## src/rtl/alu_arbiter_pkg.sv

```systemverilog
`default_nettype none
// ============================================================================
// Module  : alu_arbiter_pkg
// Brief   : Shared definitions for the ALU arbiter slice: alu_control width,
//           one-hot opcode bit positions and arbiter FSM state encoding.
// Revision: 1.0 - initial release
// ============================================================================
package alu_arbiter_pkg;

  // alu_control is one-hot; each constant is the bit index of one operation
  localparam int c_op_width = 12;
  localparam int c_op_add   = 0;
  localparam int c_op_sub   = 1;
  localparam int c_op_slt   = 2;
  localparam int c_op_sltu  = 3;
  localparam int c_op_and   = 4;
  localparam int c_op_nor   = 5;
  localparam int c_op_or    = 6;
  localparam int c_op_xor   = 7;
  localparam int c_op_sll   = 8;
  localparam int c_op_srl   = 9;
  localparam int c_op_sra   = 10;
  localparam int c_op_lui   = 11;

  // Arbiter sequencing: accept in IDLE, compute in EXEC, hold response in RESP
  typedef enum logic [1:0] {
    ST_IDLE = 2'd0,
    ST_EXEC = 2'd1,
    ST_RESP = 2'd2
  } arb_state_t;

endpackage
`default_nettype wire

```

## src/rtl/alu_arbiter_alu.sv

```systemverilog
`default_nettype none
// ============================================================================
// Module  : alu
// Brief   : Combinational ALU driven by a 12-bit one-hot alu_control.
//           Results wrap at DATA_WIDTH; non-one-hot controls resolve to the
//           lowest set bit (or zero when no bit is set).
// Revision: 1.0 - initial release
// ============================================================================
module alu
  import alu_arbiter_pkg::*;
#(
  parameter int DATA_WIDTH = 8
) (
  input  logic [DATA_WIDTH-1:0] i_src1,
  input  logic [DATA_WIDTH-1:0] i_src2,
  input  logic [c_op_width-1:0] i_alu_control,
  output logic [DATA_WIDTH-1:0] o_alu_result
);

  localparam int c_sh_w = $clog2(DATA_WIDTH);

  logic [c_sh_w-1:0] w_shamt;
  assign w_shamt = i_src2[c_sh_w-1:0];

  // Select the operation named by the control bit; lui places src2 in the upper half
  always_comb begin
    o_alu_result = '0;
    case (1'b1)
      i_alu_control[c_op_add]:  o_alu_result = i_src1 + i_src2;
      i_alu_control[c_op_sub]:  o_alu_result = i_src1 - i_src2;
      i_alu_control[c_op_slt]:  o_alu_result = {{(DATA_WIDTH-1){1'b0}}, $signed(i_src1) < $signed(i_src2)};
      i_alu_control[c_op_sltu]: o_alu_result = {{(DATA_WIDTH-1){1'b0}}, i_src1 < i_src2};
      i_alu_control[c_op_and]:  o_alu_result = i_src1 & i_src2;
      i_alu_control[c_op_nor]:  o_alu_result = ~(i_src1 | i_src2);
      i_alu_control[c_op_or]:   o_alu_result = i_src1 | i_src2;
      i_alu_control[c_op_xor]:  o_alu_result = i_src1 ^ i_src2;
      i_alu_control[c_op_sll]:  o_alu_result = i_src1 << w_shamt;
      i_alu_control[c_op_srl]:  o_alu_result = i_src1 >> w_shamt;
      i_alu_control[c_op_sra]:  o_alu_result = $unsigned($signed(i_src1) >>> w_shamt);
      i_alu_control[c_op_lui]:  o_alu_result = i_src2 << (DATA_WIDTH / 2);
      default:                  o_alu_result = '0;
    endcase
  end

endmodule
`default_nettype wire

```

## src/rtl/alu_arbiter_rr.sv

```systemverilog
`default_nettype none
// ============================================================================
// Module  : rr_arbiter2
// Brief   : Two-way round-robin grant logic. Remembers which requester won
//           the last accepted transfer; on a tie the other one wins.
// Revision: 1.0 - initial release
// ============================================================================
module rr_arbiter2 (
  input  logic       clk,
  input  logic       rst,
  input  logic [1:0] i_valid,
  input  logic       i_accept,
  output logic [1:0] o_grant
);

  // Reset to 1 so that requester 0 wins the first tie
  logic r_last_grant;

  // Tie goes to the requester that did not win last; a lone request always wins
  always_comb begin
    o_grant = i_valid;
    if (i_valid == 2'b11) begin
      o_grant = r_last_grant ? 2'b01 : 2'b10;
    end
  end

  // History advances only when the grant is actually consumed
  always_ff @(posedge clk) begin
    if (rst) begin
      r_last_grant <= 1'b1;
    end else if (i_accept) begin
      r_last_grant <= o_grant[1];
    end
  end

endmodule
`default_nettype wire

```

## src/rtl/alu_arbiter.sv

```systemverilog
`default_nettype none
// ============================================================================
// Module  : alu_arbiter
// Brief   : Shares one ALU between two valid/ready requesters using
//           round-robin arbitration. IDLE -> EXEC -> RESP sequencing with a
//           registered, id-tagged response. Optional statistics counters
//           are enabled by defining ALU_ARB_STATS_EN.
// Revision: 1.0 - initial release
// ============================================================================
module alu_arbiter
  import alu_arbiter_pkg::*;
#(
  parameter int DATA_WIDTH = 8,
  parameter int OP_WIDTH   = c_op_width
) (
  input  logic                  clk,
  input  logic                  reset,
  input  logic                  req0_valid,
  output logic                  req0_ready,
  input  logic [DATA_WIDTH-1:0] req0_src1,
  input  logic [DATA_WIDTH-1:0] req0_src2,
  input  logic [OP_WIDTH-1:0]   req0_op,
  input  logic                  req1_valid,
  output logic                  req1_ready,
  input  logic [DATA_WIDTH-1:0] req1_src1,
  input  logic [DATA_WIDTH-1:0] req1_src2,
  input  logic [OP_WIDTH-1:0]   req1_op,
  output logic                  rsp_valid,
  input  logic                  rsp_ready,
  output logic                  rsp_id,
  output logic [DATA_WIDTH-1:0] rsp_result,
  output logic                  rsp_err,
  output logic                  busy
`ifdef ALU_ARB_STATS_EN
  ,
  output logic [15:0]           grant_cnt0,
  output logic [15:0]           grant_cnt1,
  output logic [15:0]           err_cnt
`endif
);

  arb_state_t            r_state;
  logic [DATA_WIDTH-1:0] r_src1;
  logic [DATA_WIDTH-1:0] r_src2;
  logic [OP_WIDTH-1:0]   r_op;
  logic                  r_id;
  logic                  r_rsp_valid;
  logic                  r_rsp_id;
  logic [DATA_WIDTH-1:0] r_rsp_result;
  logic                  r_rsp_err;
  logic                  r_busy;

  logic [1:0]            w_grant;
  logic                  w_accept;
  logic                  w_op_ok;
  logic [DATA_WIDTH-1:0] w_alu_result;

  // Accept only from IDLE; ready depends on valid and state, never on rsp_ready
  assign w_accept   = (r_state == ST_IDLE) && !reset && (w_grant != 2'b00);
  assign req0_ready = w_accept && w_grant[0];
  assign req1_ready = w_accept && w_grant[1];

  // Exactly one bit set; an all-zero opcode is also an error
  assign w_op_ok = (r_op != '0) && ((r_op & (r_op - OP_WIDTH'(1))) == '0);

  assign rsp_valid  = r_rsp_valid;
  assign rsp_id     = r_rsp_id;
  assign rsp_result = r_rsp_result;
  assign rsp_err    = r_rsp_err;
  assign busy       = r_busy;

  rr_arbiter2 u_rr (
    .clk      (clk),
    .rst      (reset),
    .i_valid  ({req1_valid, req0_valid}),
    .i_accept (w_accept),
    .o_grant  (w_grant)
  );

  alu #(.DATA_WIDTH(DATA_WIDTH)) u_alu (
    .i_src1        (r_src1),
    .i_src2        (r_src2),
    .i_alu_control (r_op),
    .o_alu_result  (w_alu_result)
  );

  // Sequencer: latch granted operands, capture ALU result, hold until consumed
  always_ff @(posedge clk) begin
    if (reset) begin
      r_state      <= ST_IDLE;
      r_src1       <= '0;
      r_src2       <= '0;
      r_op         <= '0;
      r_id         <= 1'b0;
      r_rsp_valid  <= 1'b0;
      r_rsp_id     <= 1'b0;
      r_rsp_result <= '0;
      r_rsp_err    <= 1'b0;
      r_busy       <= 1'b0;
    end else begin
      case (r_state)
        ST_IDLE: begin
          if (w_accept) begin
            r_src1  <= w_grant[1] ? req1_src1 : req0_src1;
            r_src2  <= w_grant[1] ? req1_src2 : req0_src2;
            r_op    <= w_grant[1] ? req1_op   : req0_op;
            r_id    <= w_grant[1];
            r_busy  <= 1'b1;
            r_state <= ST_EXEC;
          end
        end
        ST_EXEC: begin
          r_rsp_result <= w_op_ok ? w_alu_result : '0;
          r_rsp_err    <= !w_op_ok;
          r_rsp_id     <= r_id;
          r_rsp_valid  <= 1'b1;
          r_state      <= ST_RESP;
        end
        ST_RESP: begin
          if (rsp_ready) begin
            r_rsp_valid <= 1'b0;
            r_busy      <= 1'b0;
            r_state     <= ST_IDLE;
          end
        end
        default: begin
          r_state <= ST_IDLE;
        end
      endcase
    end
  end

`ifdef ALU_ARB_STATS_EN
  logic [15:0] r_grant_cnt0;
  logic [15:0] r_grant_cnt1;
  logic [15:0] r_err_cnt;
  logic        w_rsp_fire;

  assign w_rsp_fire = r_rsp_valid && rsp_ready;

  // Saturating per-requester accept counts and delivered-error count
  always_ff @(posedge clk) begin
    if (reset) begin
      r_grant_cnt0 <= '0;
      r_grant_cnt1 <= '0;
      r_err_cnt    <= '0;
    end else begin
      if (req0_ready && (r_grant_cnt0 != 16'hFFFF)) r_grant_cnt0 <= r_grant_cnt0 + 16'd1;
      if (req1_ready && (r_grant_cnt1 != 16'hFFFF)) r_grant_cnt1 <= r_grant_cnt1 + 16'd1;
      if (w_rsp_fire && r_rsp_err && (r_err_cnt != 16'hFFFF)) r_err_cnt <= r_err_cnt + 16'd1;
    end
  end

  assign grant_cnt0 = r_grant_cnt0;
  assign grant_cnt1 = r_grant_cnt1;
  assign err_cnt    = r_err_cnt;
`endif

endmodule
`default_nettype wire

```

## config.mk

```make
export PLATFORM = sky130hd
export DESIGN_NAME = alu_arbiter
export DESIGN_NICKNAME = d
export VERILOG_FILES = /design/src/rtl/alu_arbiter_pkg.sv /design/src/rtl/alu_arbiter_alu.sv /design/src/rtl/alu_arbiter_rr.sv /design/src/rtl/alu_arbiter.sv
export SDC_FILE = /design/constraint.sdc
export NUM_CORES = 1
export LEC_CHECK = 0
export CAP_MARGIN = 30
export CORE_MARGIN = 2
export CORE_UTILIZATION = 30
export CTS_CLUSTER_DIAMETER = 60
export CTS_CLUSTER_SIZE = 20
export DETAILED_ROUTE_END_ITERATION = 7
export PLACE_DENSITY = 0.47
export SLEW_MARGIN = 30
export SYNTH_ARGS = -nofsm -noshare
export SYNTH_HDL_FRONTEND = slang
export SYNTH_SLANG_ARGS = --single-unit
```

## constraint.sdc

```tcl
create_clock -name clk -period 5.5 [get_ports clk]
set_clock_uncertainty 0.2 [all_clocks]
set_input_delay 1.1 -clock clk [delete_from_list [all_inputs] [get_ports clk]]
set_output_delay 1.1 -clock clk [all_outputs]
set_load 0.01 [all_outputs]
```

==> results of run 1 <==
-- through the flow --
stage          instance area (um2)  instances  utilization  power (uW)
2_1_floorplan                 4050        524            -         762
5_1_grt                       5030        741        0.382        1360
3_3_place_gp                  4860        733        0.369         923
3_5_place_dp                  4860        733        0.369         926
6_report                      5040        743        0.382        1280
4_1_cts                       5030        741        0.382        1280
-- logic make-up (layout without fill, tap and decap cells) --
group           Yosys count  after routing  share of synthesized area
other cells               0              2                          0
compound gates          171            171                      0.293
mux                      45             45                      0.124
simple gates            151            151                      0.180
xor+xnor                  9              9                     0.0195
buf+inv                  77            118                     0.0788
fa+ha+maj                27             27                     0.0871
flops                    44             44                      0.217
-- synthesized netlist by cell type, types with 3 or more instances --
cell type / number / area share
nand2_1: 33 / 0.031
o21ai_0: 25 / 0.031
a22oi_1: 3 / 0.0056
nand3_1: 6 / 0.0074
a221oi_1: 7 / 0.015
buf_1: 7 / 0.0065
nor3_1: 14 / 0.017
o22ai_1: 3 / 0.0046
clkbuf_1: 26 / 0.024
nand2b_1: 8 / 0.012
a211oi_1: 37 / 0.069
nor2_1: 60 / 0.056
nor2b_1: 5 / 0.0077
nor4_1: 8 / 0.012
a21o_1: 3 / 0.0056
a21oi_1: 37 / 0.046
a311oi_1: 3 / 0.0065
o211ai_1: 6 / 0.011
xnor2_1: 7 / 0.015
nand4b_1: 3 / 0.0065
a31oi_1: 9 / 0.014
buf_2: 12 / 0.015
and2_1: 3 / 0.0046
a211o_1: 4 / 0.0086
inv_1: 28 / 0.026
dfxtp_1: 44 / 0.22
mux4_2: 4 / 0.022
o21bai_1: 5 / 0.0093
mux2_2: 3 / 0.0083
o2111ai_1: 4 / 0.0086
mux2i_1: 38 / 0.094
ha_1: 25 / 0.077
-- registers in the layout, indices dropped and copies added, names as in the netlist --
| signal | flops |
|---|---|
| rsp_valid | 1 |
| r_state | 2 |
| r_src1 | 8 |
| busy | 1 |
| r_op | 12 |
| rsp_id | 1 |
| rsp_err | 1 |
| r_id | 1 |
| rsp_result | 8 |
| r_src2 | 8 |
| u_rr.r_last_grant | 1 |
-- worst register-to-register path, cell delays in order, from the launching register on --
cell and delay, ps:
dfxtp_1 930, inv_1 350, ha_1 550, nor3_1 110
a2111oi_2 500, o21bai_1 110, a21oi_1 190, xnor2_1 80
a221oi_1 350, o21ai_1 120
-- report_power, final --
group	internal [uW]	switching (uW)	total (uW)
Clock	216	135	351
Sequential	347	77.5	424
Combinational	232	271	502
Total	794	483	1280
-- cell type report --
| cell class | count | area [um2] |
|---|---|---|
| fill | 1400 | 8150 |
| multi-input combinational | 403 | 2860 |
| sequential | 44 | 882 |
| timing repair buffer | 80 | 786 |
| tap | 176 | 220 |
| clock buffer | 5 | 125 |
| inverter | 30 | 113 |
| clock inverter | 3 | 46.3 |
| antenna | 2 | 5.00 |
-- metal layers --
layer  global-route usage  vias up  share of wire
met5                    0        -              0
met4               0.0480        0          0.013
met3               0.0340       13          0.058
met2                0.289      149           0.45
met1                0.262     1884           0.48
li1                     -     2025              -
-- path summary, 6_finish.rpt --
check / startpoint / endpoint / slack, ps / cells after the start
max reg2reg: r_src2[2] / rsp_result[7] / 1890 / 9
min reg2reg: rsp_result[4] / rsp_result[4] / 250 / 1
min: rsp_result[4] / rsp_result[4] / 250 / 1
max: reset / req1_ready / 1130 / 5
==> qor.yml, run 1 <==
timing_hold_violations_final: 0
slew_viol_final: 0
cts_made_buffers: 5
fin_crit_sh: 0.794
slowest_stage: "or4_1"
synth_edf_count: 0
tns_ps: 0
synth-seq-area-share: 0.217
layout-drive-gt1-share: 0.0566
avgSynthCellArea_um2: 7.73
core-area_um2: 13200
cts_buffer_depth: 2
crit_path_max_fanout: 5
synthArstFlopShare: 0
layout.nets: 652
grt_pass1_wl_mm: 21.3
first_pass_iters: 6
die-area_um2: 14500
die_h_um: 120
status: "finished, final reports clean"
setup_ws_ps: 1130
cap_viol_max_count: 0
whs_ps: 251
arrival_ps: 3070
path_cells: "clkdlybuf4s50_1 > or4_1 > inv_1 > and2_1 > clkdlybuf4s50_1"
clk_latency_ps: 290
synthesis.nets: 612
period_needed_ps: 4370
ios: 75
layout_common_cells: "74 x clkdlybuf4s50_1, 60 x nor2_1, 43 x dfxtp_1"
synth_cell_type_count: 66
syn_inst: 524
setup_violations: 0
root_buffer: "clkbuf_16"
syn_to_final_growth_pct: 24.4
final_common_cell: "clkdlybuf4s50_1"
synthesis.area_um2: 4050
max_stage_delay_ps: 610
peakVddDrop_mv: 0.114
die_x_um: 120
worst_pin_slew_ps: 933
crit_family: "buffers and inverters"
endpoint_kind: "output port"
cellLeakagePower_uw: 0.00180
initial_core_util: 0.307
rows: 42
drt_iter0_markers: 379
dp_hpwl_mm: 9.90
min_path_type: "reg2reg"
path_buf_inv: 3
synth_seq_cells: 44
vias: 4071
worstPathRequired_ps: 4200
critPathKind: "in2out"
grt-ovfl-total: 0
path_clk_slew_ps: 60
slew_headroom: 0.377
yosys_most_used_dff: "dfxtp_1"
cts_resized: 0
dp_slack_ps: 1170
cts_setup_buffers: 0
crit_path_start_kind: "input port"
drc: 0
postRouteAntennaNets: 0
track_usage: 0.185
grt_pass1_vias: 3930
avgRoutedWirePerCell_um: 17.6
cts_tree: "built"
power.density_nw_per_um2: 254
rsz0062_at_grt: "false"
io_buffers: 74
h-tree-depth: 2
ctsHoldBuffers: 0
grt_max_degree: 58
wl_mm: 13.1
yosys_warnings: 0
clock_sinks: 44
antenna_found_initial: 0
crit_top_cell: "clkdlybuf4s50_1"
clock.fmax_mhz: 229
gp_congestion: 0.876
avgViaCountPerCell: 5.48
No activity file was read; power rests on OpenSTA's default activity.
==> run 2: changes to the inputs <==
PLACE_DENSITY = 0.49   (was 0.47)
clock period = 3.82 ns   (was 5.5 ns; I/O delays follow)
==> qor.yml, run 2 (synthesized netlist as in run 1, its figures left out) <==
path_cells: "clkdlybuf4s50_1 > or4_1 > inv_1 > and2_1 > clkdlybuf4s50_1"
slew_headroom: 0.474  # +0.0966
status: "finished, final reports clean"
cts_buffer_depth: 2  # unchanged
grt_use_met1: 0.260  # -0.00141
rsz0062_at_grt: "false"
grt_pass1_wl_mm: 21.0  # -1.4%
setup_violations: 0  # unchanged
cts_made_buffers: 5  # unchanged
track_usage: 0.183  # -0.00143
syn_to_final_growth_pct: 25.8
die_h_um: 120  # unchanged
endpoint_kind: "output port"
dp_hpwl_mm: 10.1  # +2.1%
avgRoutedWirePerCell_um: 17.6  # -0.27%
use_met3: 0.0259  # -0.00802
busiest_layer: "met2"
vias: 4065  # -0.15%
first_pass_iters: 5  # -1
clock.fmax_mhz: 271
grt-ovfl-total: 0  # unchanged
root_buffer: "clkbuf_16"
clk_latency_ps: 290  # about the same
largest_register_ffs: 12  # unchanged
place_area_um2: 4920  # +1.2%
grt_max_degree: 58  # unchanged
crit_top_cell: "clkdlybuf4s50_1"
slowest_stage: "or4_1"
cap_viol_max_count: 0  # unchanged
hp-start: "rsp_result[5]"
clock_sinks: 44  # unchanged
critPathLaunch: "reset"
path_clk_slew_ps: 60  # about the same
final_util: 0.386  # +0.00417
crit_path_max_fanout: 5  # unchanged
dp_slack_ps: 123  # -1040 ps
period_needed_ps: 3690
gp_congestion: 0.901  # +2.7%
rows: 42  # unchanged
peakVddDrop_mv: 0.159  # +39%
max_stage_delay_ps: 610  # about the same
setup_ws_ps: 133  # -998 ps
ios: 75  # unchanged
worstPathRequired_ps: 2860  # -1340 ps
h-tree-depth: 2  # unchanged
avgViaCountPerCell: 5.43  # -0.95%
initial_core_util: 0.307  # unchanged
power.density_nw_per_um2: 363  # +43%
timing_hold_violations_final: 0  # unchanged
cts_tree: "built"
arrival_ps: 2720  # -350 ps
io_buffers: 74  # unchanged
layout_common_cells: "74 x clkdlybuf4s50_1, 60 x nor2_1, 43 x dfxtp_1"
regMostFlops: "r_op"
slew_viol_final: 0  # unchanged
final_common_cell: "clkdlybuf4s50_1"
antenna_found_initial: 1  # +1
grt_pass1_vias: 3838  # -2.3%
diodes: 0  # -2
met2_usage: 0.292  # +0.00284
r2r-start: "r_src1[7]"
postRouteAntennaNets: 0  # unchanged
critPathKind: "in2out"
crit_path_start_kind: "input port"
ctsHoldBuffers: 0  # unchanged
fin_crit_sh: 0.965
cellLeakagePower_uw: 0.00184  # +2.3%
cts_resized: 0  # unchanged
die_x_um: 120  # unchanged
die-area_um2: 14500  # unchanged
drc: 0  # unchanged
core-area_um2: 13200  # unchanged
cts_setup_buffers: 0  # unchanged
worst_pin_slew_ps: 788  # -145 ps
wl_mm: 13.1  # +0.54%
drt_iter0_markers: 336  # -11%
layout.nets: 660  # +1.2%
layout-drive-gt1-share: 0.0698  # +0.0132
tns_ps: 0  # unchanged
design_area_um2: 5090  # +1.1%
min_path_type: "reg2reg"
run 2: metal layers:
layer  part of all wire  up-vias
li1                   -     2026
met1               0.48     1884
met2               0.45      139
met3              0.057       16
met4              0.016        0
met5                  0        -
run 2: critical path, delay by kind of cell:
family,cells,cell delay (ps)
and+or+nand+nor,2,780
buffers and inverters,3,1170
run 2: where the power goes:
group | switching, uW | internal (uW)
combinational | 421 | 343
clock | 194 | 311
sequential | 80.5 | 499
run 2: through the flow:
| step | hold WS [ps] | instances | power [uW] |
|---|---|---|---|
| floorplan | 232 | 524 | 1100 |
| global placement | 233 | 741 | 1340 |
| detailed placement | 247 | 741 | 1350 |
| CTS | 263 | 749 | 1860 |
| global route | 284 | 749 | 1970 |
| finish | 256 | 749 | 1850 |
run 2: worst paths after layout:
kind	to	slack [ps]	cells after the start
worst max-delay path	req1_ready	130	5
worst min-delay path	rsp_result[5]	260	2
worst max register to register	rsp_result[7]	870	9
worst min register to register	rsp_result[5]	260	2
run 2: layout make-up:
| cell class | count | area, um2 |
|---|---|---|
| Clock buffer | 5 | 125 |
| Tap cell | 176 | 220 |
| Clock inverter | 3 | 46.3 |
| Timing Repair Buffer | 88 | 846 |
| Multi-Input combinational cell | 403 | 2860 |
| Fill cell | 1427 | 8100 |
| Sequential cell | 44 | 882 |
| Inverter | 30 | 113 |
